===== src/rtl/ctrl_pipe_if.sv =====
// Control-bundle interface between the ID decoder, the pipeline control registers
// and the EX/MEM/WB datapath.
interface ctrl_pipe_if #(
    parameter int REG_ADDR_W = 3,
    parameter int ALUOP_W    = 2,
    parameter int CNT_W      = 8
) ();
    logic                  id_regDst, id_aluSrc, id_memtoReg, id_regWrite;
    logic                  id_memRead, id_memWrite, id_branch;
    logic [ALUOP_W-1:0]    id_aluOp;
    logic [REG_ADDR_W-1:0] id_rs, id_rt, id_rd;
    logic                  mem_branch_taken;

    logic                  ex_regDst, ex_aluSrc;
    logic [ALUOP_W-1:0]    ex_aluOp;
    logic                  ex_memRead, ex_memWrite, ex_branch, ex_memtoReg, ex_regWrite;
    logic                  mem_memRead, mem_memWrite, mem_branch, mem_memtoReg, mem_regWrite;
    logic                  wb_memtoReg, wb_regWrite;
    logic [REG_ADDR_W-1:0] ex_wrAddr, mem_wrAddr, wb_wrAddr;
    logic                  stall;
    logic [CNT_W-1:0]      stall_cnt, flush_cnt;

    modport master (
        output id_regDst, id_aluSrc, id_memtoReg, id_regWrite, id_memRead, id_memWrite,
               id_branch, id_aluOp, id_rs, id_rt, id_rd, mem_branch_taken,
        input  ex_regDst, ex_aluSrc, ex_aluOp, ex_memRead, ex_memWrite, ex_branch,
               ex_memtoReg, ex_regWrite, mem_memRead, mem_memWrite, mem_branch,
               mem_memtoReg, mem_regWrite, wb_memtoReg, wb_regWrite,
               ex_wrAddr, mem_wrAddr, wb_wrAddr, stall, stall_cnt, flush_cnt
    );

    modport slave (
        input  id_regDst, id_aluSrc, id_memtoReg, id_regWrite, id_memRead, id_memWrite,
               id_branch, id_aluOp, id_rs, id_rt, id_rd, mem_branch_taken,
        output ex_regDst, ex_aluSrc, ex_aluOp, ex_memRead, ex_memWrite, ex_branch,
               ex_memtoReg, ex_regWrite, mem_memRead, mem_memWrite, mem_branch,
               mem_memtoReg, mem_regWrite, wb_memtoReg, wb_regWrite,
               ex_wrAddr, mem_wrAddr, wb_wrAddr, stall, stall_cnt, flush_cnt
    );
endinterface


===== src/rtl/ctrl_pipe_regs.sv =====
// ID/EX, EX/MEM, MEM/WB control registers with load-use stall, branch flush
// and saturating stall/flush event counters.
module ctrl_pipe_regs #(
    parameter int REG_ADDR_W = 3,
    parameter int ALUOP_W    = 2,
    parameter int CNT_W      = 8
) (
    input  logic        clk,
    input  logic        rst,
    ctrl_pipe_if.slave  bus
);
    typedef struct packed {
        logic                  regDst, aluSrc;
        logic [ALUOP_W-1:0]    aluOp;
        logic                  memRead, memWrite, branch, memtoReg, regWrite;
        logic [REG_ADDR_W-1:0] wrAddr;
    } exCtl_t;

    typedef struct packed {
        logic                  memRead, memWrite, branch, memtoReg, regWrite;
        logic [REG_ADDR_W-1:0] wrAddr;
    } memCtl_t;

    typedef struct packed {
        logic                  memtoReg, regWrite;
        logic [REG_ADDR_W-1:0] wrAddr;
    } wbCtl_t;

    exCtl_t           idCtl, exQ;
    memCtl_t          memQ;
    wbCtl_t           wbQ;
    logic [CNT_W-1:0] stallCnt, flushCnt;
    logic             usesRt, hazard, stall, flush;

    always_comb begin
        idCtl = '{regDst:   bus.id_regDst,   aluSrc:   bus.id_aluSrc,
                  aluOp:    bus.id_aluOp,    memRead:  bus.id_memRead,
                  memWrite: bus.id_memWrite, branch:   bus.id_branch,
                  memtoReg: bus.id_memtoReg, regWrite: bus.id_regWrite,
                  wrAddr:   bus.id_regDst ? bus.id_rd : bus.id_rt};
    end

    // A taken branch squashes the instruction in ID anyway, so no point stalling it.
    assign flush  = bus.mem_branch_taken;
    assign usesRt = bus.id_regDst | bus.id_memWrite | bus.id_branch;
    assign hazard = exQ.memRead & exQ.regWrite &
                    ((exQ.wrAddr == bus.id_rs) | (usesRt & (exQ.wrAddr == bus.id_rt)));
    assign stall  = hazard & ~flush;

    always_ff @(posedge clk or posedge rst) begin
        if (rst) begin
            exQ      <= '0;
            memQ     <= '0;
            wbQ      <= '0;
            stallCnt <= '0;
            flushCnt <= '0;
        end else begin
            exQ  <= (flush | stall) ? '0 : idCtl;
            memQ <= flush ? '0 : '{memRead: exQ.memRead, memWrite: exQ.memWrite,
                                   branch: exQ.branch, memtoReg: exQ.memtoReg,
                                   regWrite: exQ.regWrite, wrAddr: exQ.wrAddr};
            wbQ  <= '{memtoReg: memQ.memtoReg, regWrite: memQ.regWrite, wrAddr: memQ.wrAddr};
            if (stall && stallCnt != '1) stallCnt <= stallCnt + 1'b1;
            if (flush && flushCnt != '1) flushCnt <= flushCnt + 1'b1;
        end
    end

    assign bus.ex_regDst    = exQ.regDst;
    assign bus.ex_aluSrc    = exQ.aluSrc;
    assign bus.ex_aluOp     = exQ.aluOp;
    assign bus.ex_memRead   = exQ.memRead;
    assign bus.ex_memWrite  = exQ.memWrite;
    assign bus.ex_branch    = exQ.branch;
    assign bus.ex_memtoReg  = exQ.memtoReg;
    assign bus.ex_regWrite  = exQ.regWrite;
    assign bus.ex_wrAddr    = exQ.wrAddr;
    assign bus.mem_memRead  = memQ.memRead;
    assign bus.mem_memWrite = memQ.memWrite;
    assign bus.mem_branch   = memQ.branch;
    assign bus.mem_memtoReg = memQ.memtoReg;
    assign bus.mem_regWrite = memQ.regWrite;
    assign bus.mem_wrAddr   = memQ.wrAddr;
    assign bus.wb_memtoReg  = wbQ.memtoReg;
    assign bus.wb_regWrite  = wbQ.regWrite;
    assign bus.wb_wrAddr    = wbQ.wrAddr;
    assign bus.stall        = stall;
    assign bus.stall_cnt    = stallCnt;
    assign bus.flush_cnt    = flushCnt;
endmodule


===== src/flat_wrapper.sv =====
// flat-port wrapper written by rule: the top's interface ports become plain ports
module ctrl_pipe_regs_flat 
#(
    parameter int REG_ADDR_W = 3,
    parameter int ALUOP_W    = 2,
    parameter int CNT_W      = 8
)
  (clk, rst, bus_id_regDst, bus_id_aluSrc, bus_id_memtoReg, bus_id_regWrite, bus_id_memRead, bus_id_memWrite, bus_id_branch, bus_id_aluOp, bus_id_rs, bus_id_rt, bus_id_rd, bus_mem_branch_taken, bus_ex_regDst, bus_ex_aluSrc, bus_ex_aluOp, bus_ex_memRead, bus_ex_memWrite, bus_ex_branch, bus_ex_memtoReg, bus_ex_regWrite, bus_mem_memRead, bus_mem_memWrite, bus_mem_branch, bus_mem_memtoReg, bus_mem_regWrite, bus_wb_memtoReg, bus_wb_regWrite, bus_ex_wrAddr, bus_mem_wrAddr, bus_wb_wrAddr, bus_stall, bus_stall_cnt, bus_flush_cnt);
  ctrl_pipe_if #(.REG_ADDR_W(REG_ADDR_W), .ALUOP_W(ALUOP_W), .CNT_W(CNT_W)) bus_i ();
  input  logic clk;
  input  logic rst;
  input wire logic [$bits(bus_i.id_regDst)-1:0] bus_id_regDst;
  input wire logic [$bits(bus_i.id_aluSrc)-1:0] bus_id_aluSrc;
  input wire logic [$bits(bus_i.id_memtoReg)-1:0] bus_id_memtoReg;
  input wire logic [$bits(bus_i.id_regWrite)-1:0] bus_id_regWrite;
  input wire logic [$bits(bus_i.id_memRead)-1:0] bus_id_memRead;
  input wire logic [$bits(bus_i.id_memWrite)-1:0] bus_id_memWrite;
  input wire logic [$bits(bus_i.id_branch)-1:0] bus_id_branch;
  input wire logic [$bits(bus_i.id_aluOp)-1:0] bus_id_aluOp;
  input wire logic [$bits(bus_i.id_rs)-1:0] bus_id_rs;
  input wire logic [$bits(bus_i.id_rt)-1:0] bus_id_rt;
  input wire logic [$bits(bus_i.id_rd)-1:0] bus_id_rd;
  input wire logic [$bits(bus_i.mem_branch_taken)-1:0] bus_mem_branch_taken;
  output wire logic [$bits(bus_i.ex_regDst)-1:0] bus_ex_regDst;
  output wire logic [$bits(bus_i.ex_aluSrc)-1:0] bus_ex_aluSrc;
  output wire logic [$bits(bus_i.ex_aluOp)-1:0] bus_ex_aluOp;
  output wire logic [$bits(bus_i.ex_memRead)-1:0] bus_ex_memRead;
  output wire logic [$bits(bus_i.ex_memWrite)-1:0] bus_ex_memWrite;
  output wire logic [$bits(bus_i.ex_branch)-1:0] bus_ex_branch;
  output wire logic [$bits(bus_i.ex_memtoReg)-1:0] bus_ex_memtoReg;
  output wire logic [$bits(bus_i.ex_regWrite)-1:0] bus_ex_regWrite;
  output wire logic [$bits(bus_i.mem_memRead)-1:0] bus_mem_memRead;
  output wire logic [$bits(bus_i.mem_memWrite)-1:0] bus_mem_memWrite;
  output wire logic [$bits(bus_i.mem_branch)-1:0] bus_mem_branch;
  output wire logic [$bits(bus_i.mem_memtoReg)-1:0] bus_mem_memtoReg;
  output wire logic [$bits(bus_i.mem_regWrite)-1:0] bus_mem_regWrite;
  output wire logic [$bits(bus_i.wb_memtoReg)-1:0] bus_wb_memtoReg;
  output wire logic [$bits(bus_i.wb_regWrite)-1:0] bus_wb_regWrite;
  output wire logic [$bits(bus_i.ex_wrAddr)-1:0] bus_ex_wrAddr;
  output wire logic [$bits(bus_i.mem_wrAddr)-1:0] bus_mem_wrAddr;
  output wire logic [$bits(bus_i.wb_wrAddr)-1:0] bus_wb_wrAddr;
  output wire logic [$bits(bus_i.stall)-1:0] bus_stall;
  output wire logic [$bits(bus_i.stall_cnt)-1:0] bus_stall_cnt;
  output wire logic [$bits(bus_i.flush_cnt)-1:0] bus_flush_cnt;
  assign bus_i.id_regDst = bus_id_regDst;
  assign bus_i.id_aluSrc = bus_id_aluSrc;
  assign bus_i.id_memtoReg = bus_id_memtoReg;
  assign bus_i.id_regWrite = bus_id_regWrite;
  assign bus_i.id_memRead = bus_id_memRead;
  assign bus_i.id_memWrite = bus_id_memWrite;
  assign bus_i.id_branch = bus_id_branch;
  assign bus_i.id_aluOp = bus_id_aluOp;
  assign bus_i.id_rs = bus_id_rs;
  assign bus_i.id_rt = bus_id_rt;
  assign bus_i.id_rd = bus_id_rd;
  assign bus_i.mem_branch_taken = bus_mem_branch_taken;
  assign bus_ex_regDst = bus_i.ex_regDst;
  assign bus_ex_aluSrc = bus_i.ex_aluSrc;
  assign bus_ex_aluOp = bus_i.ex_aluOp;
  assign bus_ex_memRead = bus_i.ex_memRead;
  assign bus_ex_memWrite = bus_i.ex_memWrite;
  assign bus_ex_branch = bus_i.ex_branch;
  assign bus_ex_memtoReg = bus_i.ex_memtoReg;
  assign bus_ex_regWrite = bus_i.ex_regWrite;
  assign bus_mem_memRead = bus_i.mem_memRead;
  assign bus_mem_memWrite = bus_i.mem_memWrite;
  assign bus_mem_branch = bus_i.mem_branch;
  assign bus_mem_memtoReg = bus_i.mem_memtoReg;
  assign bus_mem_regWrite = bus_i.mem_regWrite;
  assign bus_wb_memtoReg = bus_i.wb_memtoReg;
  assign bus_wb_regWrite = bus_i.wb_regWrite;
  assign bus_ex_wrAddr = bus_i.ex_wrAddr;
  assign bus_mem_wrAddr = bus_i.mem_wrAddr;
  assign bus_wb_wrAddr = bus_i.wb_wrAddr;
  assign bus_stall = bus_i.stall;
  assign bus_stall_cnt = bus_i.stall_cnt;
  assign bus_flush_cnt = bus_i.flush_cnt;
  ctrl_pipe_regs #(.REG_ADDR_W(REG_ADDR_W), .ALUOP_W(ALUOP_W), .CNT_W(CNT_W)) u_core (.clk(clk), .rst(rst), .bus(bus_i));
endmodule

===== config.mk =====
export PLATFORM = sky130hd
export DESIGN_NAME = ctrl_pipe_regs_flat
export DESIGN_NICKNAME = d
export VERILOG_FILES = /design/src/rtl/ctrl_pipe_if.sv /design/src/rtl/ctrl_pipe_regs.sv /design/src/flat_wrapper.sv
export SDC_FILE = /design/constraint.sdc
export NUM_CORES = 1
export LEC_CHECK = 0
export BUFFER_PORTS_ARGS = -buffer_cell sky130_fd_sc_hd__buf_2
export CAP_MARGIN = 20
export CORE_UTILIZATION = 44
export DETAILED_ROUTE_END_ITERATION = 8
export PLACE_DENSITY = 0.79
export RECOVER_POWER = 25
export SETUP_SLACK_MARGIN = 0.15
export SLEW_MARGIN = 20
export SYNTH_ARGS = -nofsm -noshare
export SYNTH_HDL_FRONTEND = slang
export SYNTH_SLANG_ARGS = --single-unit

===== constraint.sdc =====
create_clock -name clk -period 1.6 [get_ports clk]
set_input_delay 0 -clock clk [delete_from_list [all_inputs] [get_ports clk]]
set_output_delay 0 -clock clk [all_outputs]
set_load 0.1 [all_outputs]

== Yosys cells after proc, flatten, opt, wreduce, memory -nomap -nowiden ==
Cells that the tools add are included.

* $add $sub $neg: 2
* Multiply operators: 0
* Div/mod/pow operators: 0
* Magnitude comparators: 0
* Equal/unequal tests: 4
* Shifts and indexed selects: 0
* Multiplexer cells: 3
* Bitwise operators: 9
* Reductions and logical operators: 2

{| class="wikitable"
|+ Operators with widths
! kind !! count
|-
| adder 8 x 1 -> 8 bit (second input constant) || 2
|-
| inequality test 8 bit (second input constant) || 2
|-
| 2-to-1 mux 12 bit || 1
|-
| 2-to-1 mux 8 bit || 1
|-
| == test 3 bit || 2
|-
| AND 1 bit || 4
|-
| OR 1 bit || 4
|-
| 2-to-1 mux 3 bit || 1
|-
| logical AND 1 bit || 2
|-
| inverter 1 bit || 1
|}

* Register bits after elaboration: 41
* Latch bits: 0
* Bits in writable memories: 0
* ROM bits: 0
* Input bits: 21
* Output and inout bits: 42
* Logic and storage cells: 40
* Memories kept: 0

== Depth between registers and ports, before layout ==
* Word-level depth: 8
* Mapped depth: 7
* Gate-level depth less buffers: 5

== Worst setup path before layout ==
Ideal clock, no wire load.

* Path type: reg-to-reg
* Start point: register u_core.exQ (netlist bit u_core.bus.ex_wrAddr[2])
* End point: register u_core.stallCnt[2] (netlist: u_core.bus.stall_cnt[2])
* Library setup time: 150 ps
* Arrival time: 2520 ps
* Required time: 1450 ps
* Setup slack: -1069 ps
* Cell stages (with the launch flop): 6
* Path buffers: 0
* Period minus slack after synthesis: 2669 ps
* Cells stage by stage: dfrtp_1 -> xor2_1 -> or4_4 -> o31ai_4 -> and2_2 -> a31oi_1

* Cells in the longest elaborated chain, start to end: 6
* Elaborated cells on any way between the ends: 7
* Classes of those cells: eq/ne: 2; bitwise: 4; reduce/logical: 1

{| class="wikitable"
|+ RTL lines
! item !! line !! RTL
|-
| start, declared || ctrl_pipe_regs.sv:29 || <nowiki>exCtl_t idCtl, exQ;</nowiki>
|-
| start signal, assigned || ctrl_pipe_regs.sv:58 || <nowiki>exQ <= (flush | stall) ? '0 : idCtl;</nowiki>
|-
| == test 3 bit || ctrl_pipe_regs.sv:47 || <nowiki>((exQ.wrAddr == bus.id_rs) | (usesRt & (exQ.wrAddr == bus.id_rt)));</nowiki>
|-
| AND 1 bit || ctrl_pipe_regs.sv:47 ||
|-
| OR 1 bit * || ctrl_pipe_regs.sv:47 ||
|-
| AND 1 bit * || ctrl_pipe_regs.sv:46 || <nowiki>assign hazard = exQ.memRead & exQ.regWrite &</nowiki>
|-
| AND 1 bit * || ctrl_pipe_regs.sv:48 || <nowiki>assign stall = hazard & ~flush;</nowiki>
|-
| named net bus_stall || flat_wrapper.sv:42 || <nowiki>output wire logic [$bits(bus_i.stall)-1:0] bus_stall;</nowiki>
|-
| logical AND 1 bit * || ctrl_pipe_regs.sv:63 || <nowiki>if (stall && stallCnt != '1) stallCnt <= stallCnt + 1'b1;</nowiki>
|-
| end signal, assigned || ctrl_pipe_regs.sv:63 ||
|-
| end, declared || ctrl_pipe_regs.sv:32 || <nowiki>logic [CNT_W-1:0] stallCnt, flushCnt;</nowiki>
|}

Mark *: on every way through the listed nets, which the timed path passes. The rest lies on a longest branch.
A chain may end at the register's enable or synchronous reset.

== Worst setup path after layout ==
* Start point: register u_core.exQ (netlist bit u_core.bus.ex_wrAddr[1])
* End point: register u_core.stallCnt[1] (netlist: u_core.bus.stall_cnt[1])

* Cells in the longest elaborated chain, start to end: 6
* Elaborated cells on any way between the ends: 7
* Classes of those cells: eq/ne: 2; bitwise: 4; reduce/logical: 1

{| class="wikitable"
|+ RTL lines
! item !! line
|-
| == test 3 bit || ctrl_pipe_regs.sv:47
|-
| AND 1 bit || ctrl_pipe_regs.sv:47
|-
| OR 1 bit * || ctrl_pipe_regs.sv:47
|-
| AND 1 bit * || ctrl_pipe_regs.sv:46
|-
| AND 1 bit * || ctrl_pipe_regs.sv:48
|-
| logical AND 1 bit * || ctrl_pipe_regs.sv:63
|}

Mark *: on every way between the ends. The rest lies on a longest branch, timed or not.

==> flow_summary.toml <==
[timing]
setup_violations = 21
max_slew_margin_pct = 36.48
finalSetupTns_ns = -4.816
worstMarginPinSlew_ns = 0.9527
min_period_ns = 1.921
finalClockSkew_ns = 0.01337
fin_crit_sh_pct = 120.0
hold_viol_final = 0
fmax_ghz = 0.5207
rsz0062_at_grt = "true"
setup_slack_ns = -0.3205
slew_viol_final = 0

[global_routing]
grt_pass1_vias = 1364
grt.met2_usage_pct = 38.67
antenna_found_initial = 0
grt-busiest-layer = "met2"
track_usage_pct = 21.41
grt_max_degree = 42
grt_pass1_wl_mm = 6.568
grt-ovfl-total = 0
grt.met1_usage_pct = 23.17
use_met3_pct = 6.690

[place]
place.gp.congestion = 0.9053
dp_hpwl_mm = 2.413
portBuffers = 62

[worst_hold_path]
holdCritStartpoint = "bus_id_rt[0]"
hold_class = "input port to register"

[floorplanning]
die_x_um = 65.03
die_y_um = 65.03
die-area_um2 = 4229
num_io_pins = 63
initial_core_util_pct = 46.69
num_rows = 22
core-area_um2 = 3744

[setup_path]
worstPathMaxFanout = 9
critical_path.max_stage_delay_ns = 0.49
critPathLaunchType = "register"
end_kind = "register"
path_class = "register to register"
startpoint = "u_core.bus.ex_wrAddr[1]$_DFF_PP0_"
cp.arrival_ns = 2.10
critical_path_required_ns = 1.78
reg2reg_from = "u_core.bus.ex_wrAddr[1]$_DFF_PP0_"
crit_buf_inv = 1
slowest_stage = "or4_4"
critical-path-top-delay-family = "simple AND/OR/NAND/NOR gates"
path_cells = "xor2_1 > or4_4 > o31ai_4 > buf_12 > nand3_4 > mux2_4"

[route]
drc_errors = 0
viasPerCell = 4.928
via_count = 1365
first_iter_violations = 58
firstDrtPassIters = 4
drt-total-wl_mm = 4.027
final_antenna_net_count = 0
wl_per_cell_um = 14.54

[cells_and_area]
final_common_cell = "buf_2"
fillers = 272
final_core_util_pct = 68.95
final_cell_mix = "61 x buf_2, 23 x dfrtp_1, 14 x buf_4"
antenna_cells = 0
drive_gt1_share_pct = 56.33
area_growth_syn_to_layout_pct = 47.67
seqCellArea_um2 = 1069
nets = 251
multi_input_area_um2 = 739.5

[clocking]
cts.sinks = 41
clkTransAtPathRegs_ns = 0.07
cts.path.max_buffers = 2
cts_tree = "yes"
root_buffer = "clkbuf_8"
htreeDepth = 2
clock_latency_ns = 0.30
cts_buffers = 5

[power]
ir_drop_v = 0.0009953
power_density_nw_per_um2 = 1489
p_leak_uw = 0.001303

[synthesis]
synth_cells = 131
synth_flop_cell = "dfrtp_1"
ys_seq_elements = 41
yosysWarningCount = 0
yosys.area.top_type = "dfrtp_1"
syn-num-nets = 154
avgSynthCellArea_um2 = 13.34
netlist.area_leader.share_pct = 58.70
synth-edff-count = 0
ys_types = 33
synth_area_leaders = "dfrtp_1 59%, xnor2_1 4.5%, nor2b_1 4.3%"
syn_area_um2 = 1748
synthArstFlopShare_pct = 100.0
synth_seq_area_share_pct = 58.70

[flow_run]
cap_violations = 0

[outcome]
outcome = "finished, violations left"
violations = "setup timing"
-- report_power, final --
part           switching (uW)  total, uW  internal (uW)  leakage (uW)
Combinational            1260       1680            411      0.000732
Sequential                138       1360           1230      0.000515
Clock                     343        806            463     0.0000552
Total                    1750       3840           2100       0.00130
-- cell type report --
type                            count  share of cell area, %
Clock buffer                        6                  2.811
Clock inverter                      2                  1.357
Inverter                            2                 0.2908
Multi-Input combinational cell     86                  28.65
Sequential cell                    41                  41.40
Tap cell                           48                  2.327
Timing Repair Buffer               92                  23.17
-- logic make-up (layout without fill, tap and decap cells) --
group,Yosys count,in the layout,synth area share (%)
compound gates,6,7,4.008
mux,7,7,4.724
buf+inv,5,102,1.933
flops,41,41,58.70
simple gates,53,53,20.69
fa+ha+maj,2,2,1.431
xor+xnor,17,17,8.519
-- routing by layer --
layer  vias up  share of wire (%)
met5         -                  0
met4         0                2.2
met3        11                4.4
met2        43                 54
met1       674                 39
li1        637                  -
-- flip-flops by register name (all words and copies together), names as in the netlist, 2 cells and up --
register               cells
u_core.bus.ex_wrAddr       3
u_core.bus.ex_aluOp        2
u_core.bus.wb_wrAddr       3
u_core.bus.mem_wrAddr      3
u_core.bus.flush_cnt       8
u_core.bus.stall_cnt       8
-- Yosys cell counts (all sizes together), types with 3 or more instances --
cell type,n
a31oi,3
and2,10
dfrtp,41
mux2,4
mux2i,3
nand2,8
nand3,8
nand4,3
nor2,4
nor2b,12
xnor2,9
xor2,8
-- worst paths after layout --
kind,slack [ns],depth (start not counted),to
min,0.03,3,u_core.bus.ex_wrAddr[0]$_DFF_PP0_
max reg2reg,-0.32,6,u_core.bus.stall_cnt[1]$_DFFE_PP0P_
max in group asynchronous,0.35,4,u_core.bus.ex_wrAddr[2]$_DFF_PP0_
max,-0.32,6,u_core.bus.stall_cnt[1]$_DFFE_PP0P_
min in group asynchronous,0.54,4,u_core.bus.flush_cnt[6]$_DFFE_PP0P_
min reg2reg,0.35,0,u_core.bus.wb_wrAddr[1]$_DFF_PP0_
-- tightest hold or removal path, cell delays in order --
cell	delay [ns]
buf_2	0.10
mux2i_1	0.06
nor2b_1	0.11
-- stage by stage --
step                hold WS (ns)  instances  instance area (um^2)  total power, uW  setup WS, ns
global placement          0.1454        247                  2231             2843       -0.2846
detailed placement        0.1478        247                  2231             2870       -0.3334
floorplan                 0.1342        131                  1804             2619       -0.5662
global route             0.03181        277                  2581             4000       -0.3884
CTS                     -0.05420        275                  2560             3812       -0.3177
finish                   0.02910        277                  2581             3844       -0.3205
-- what timing repair did --
item | CTS | global route
gates resized for setup | 4 | 1
setup buffers | 8 | 1
gates cloned | 1 | 0
hold endpoints to repair | 52 | 1
setup endpoints to repair | 24 | 25
hold buffers | 11 | 1
pin swaps | 8 | 3
(Power assumes the default switching activity.)
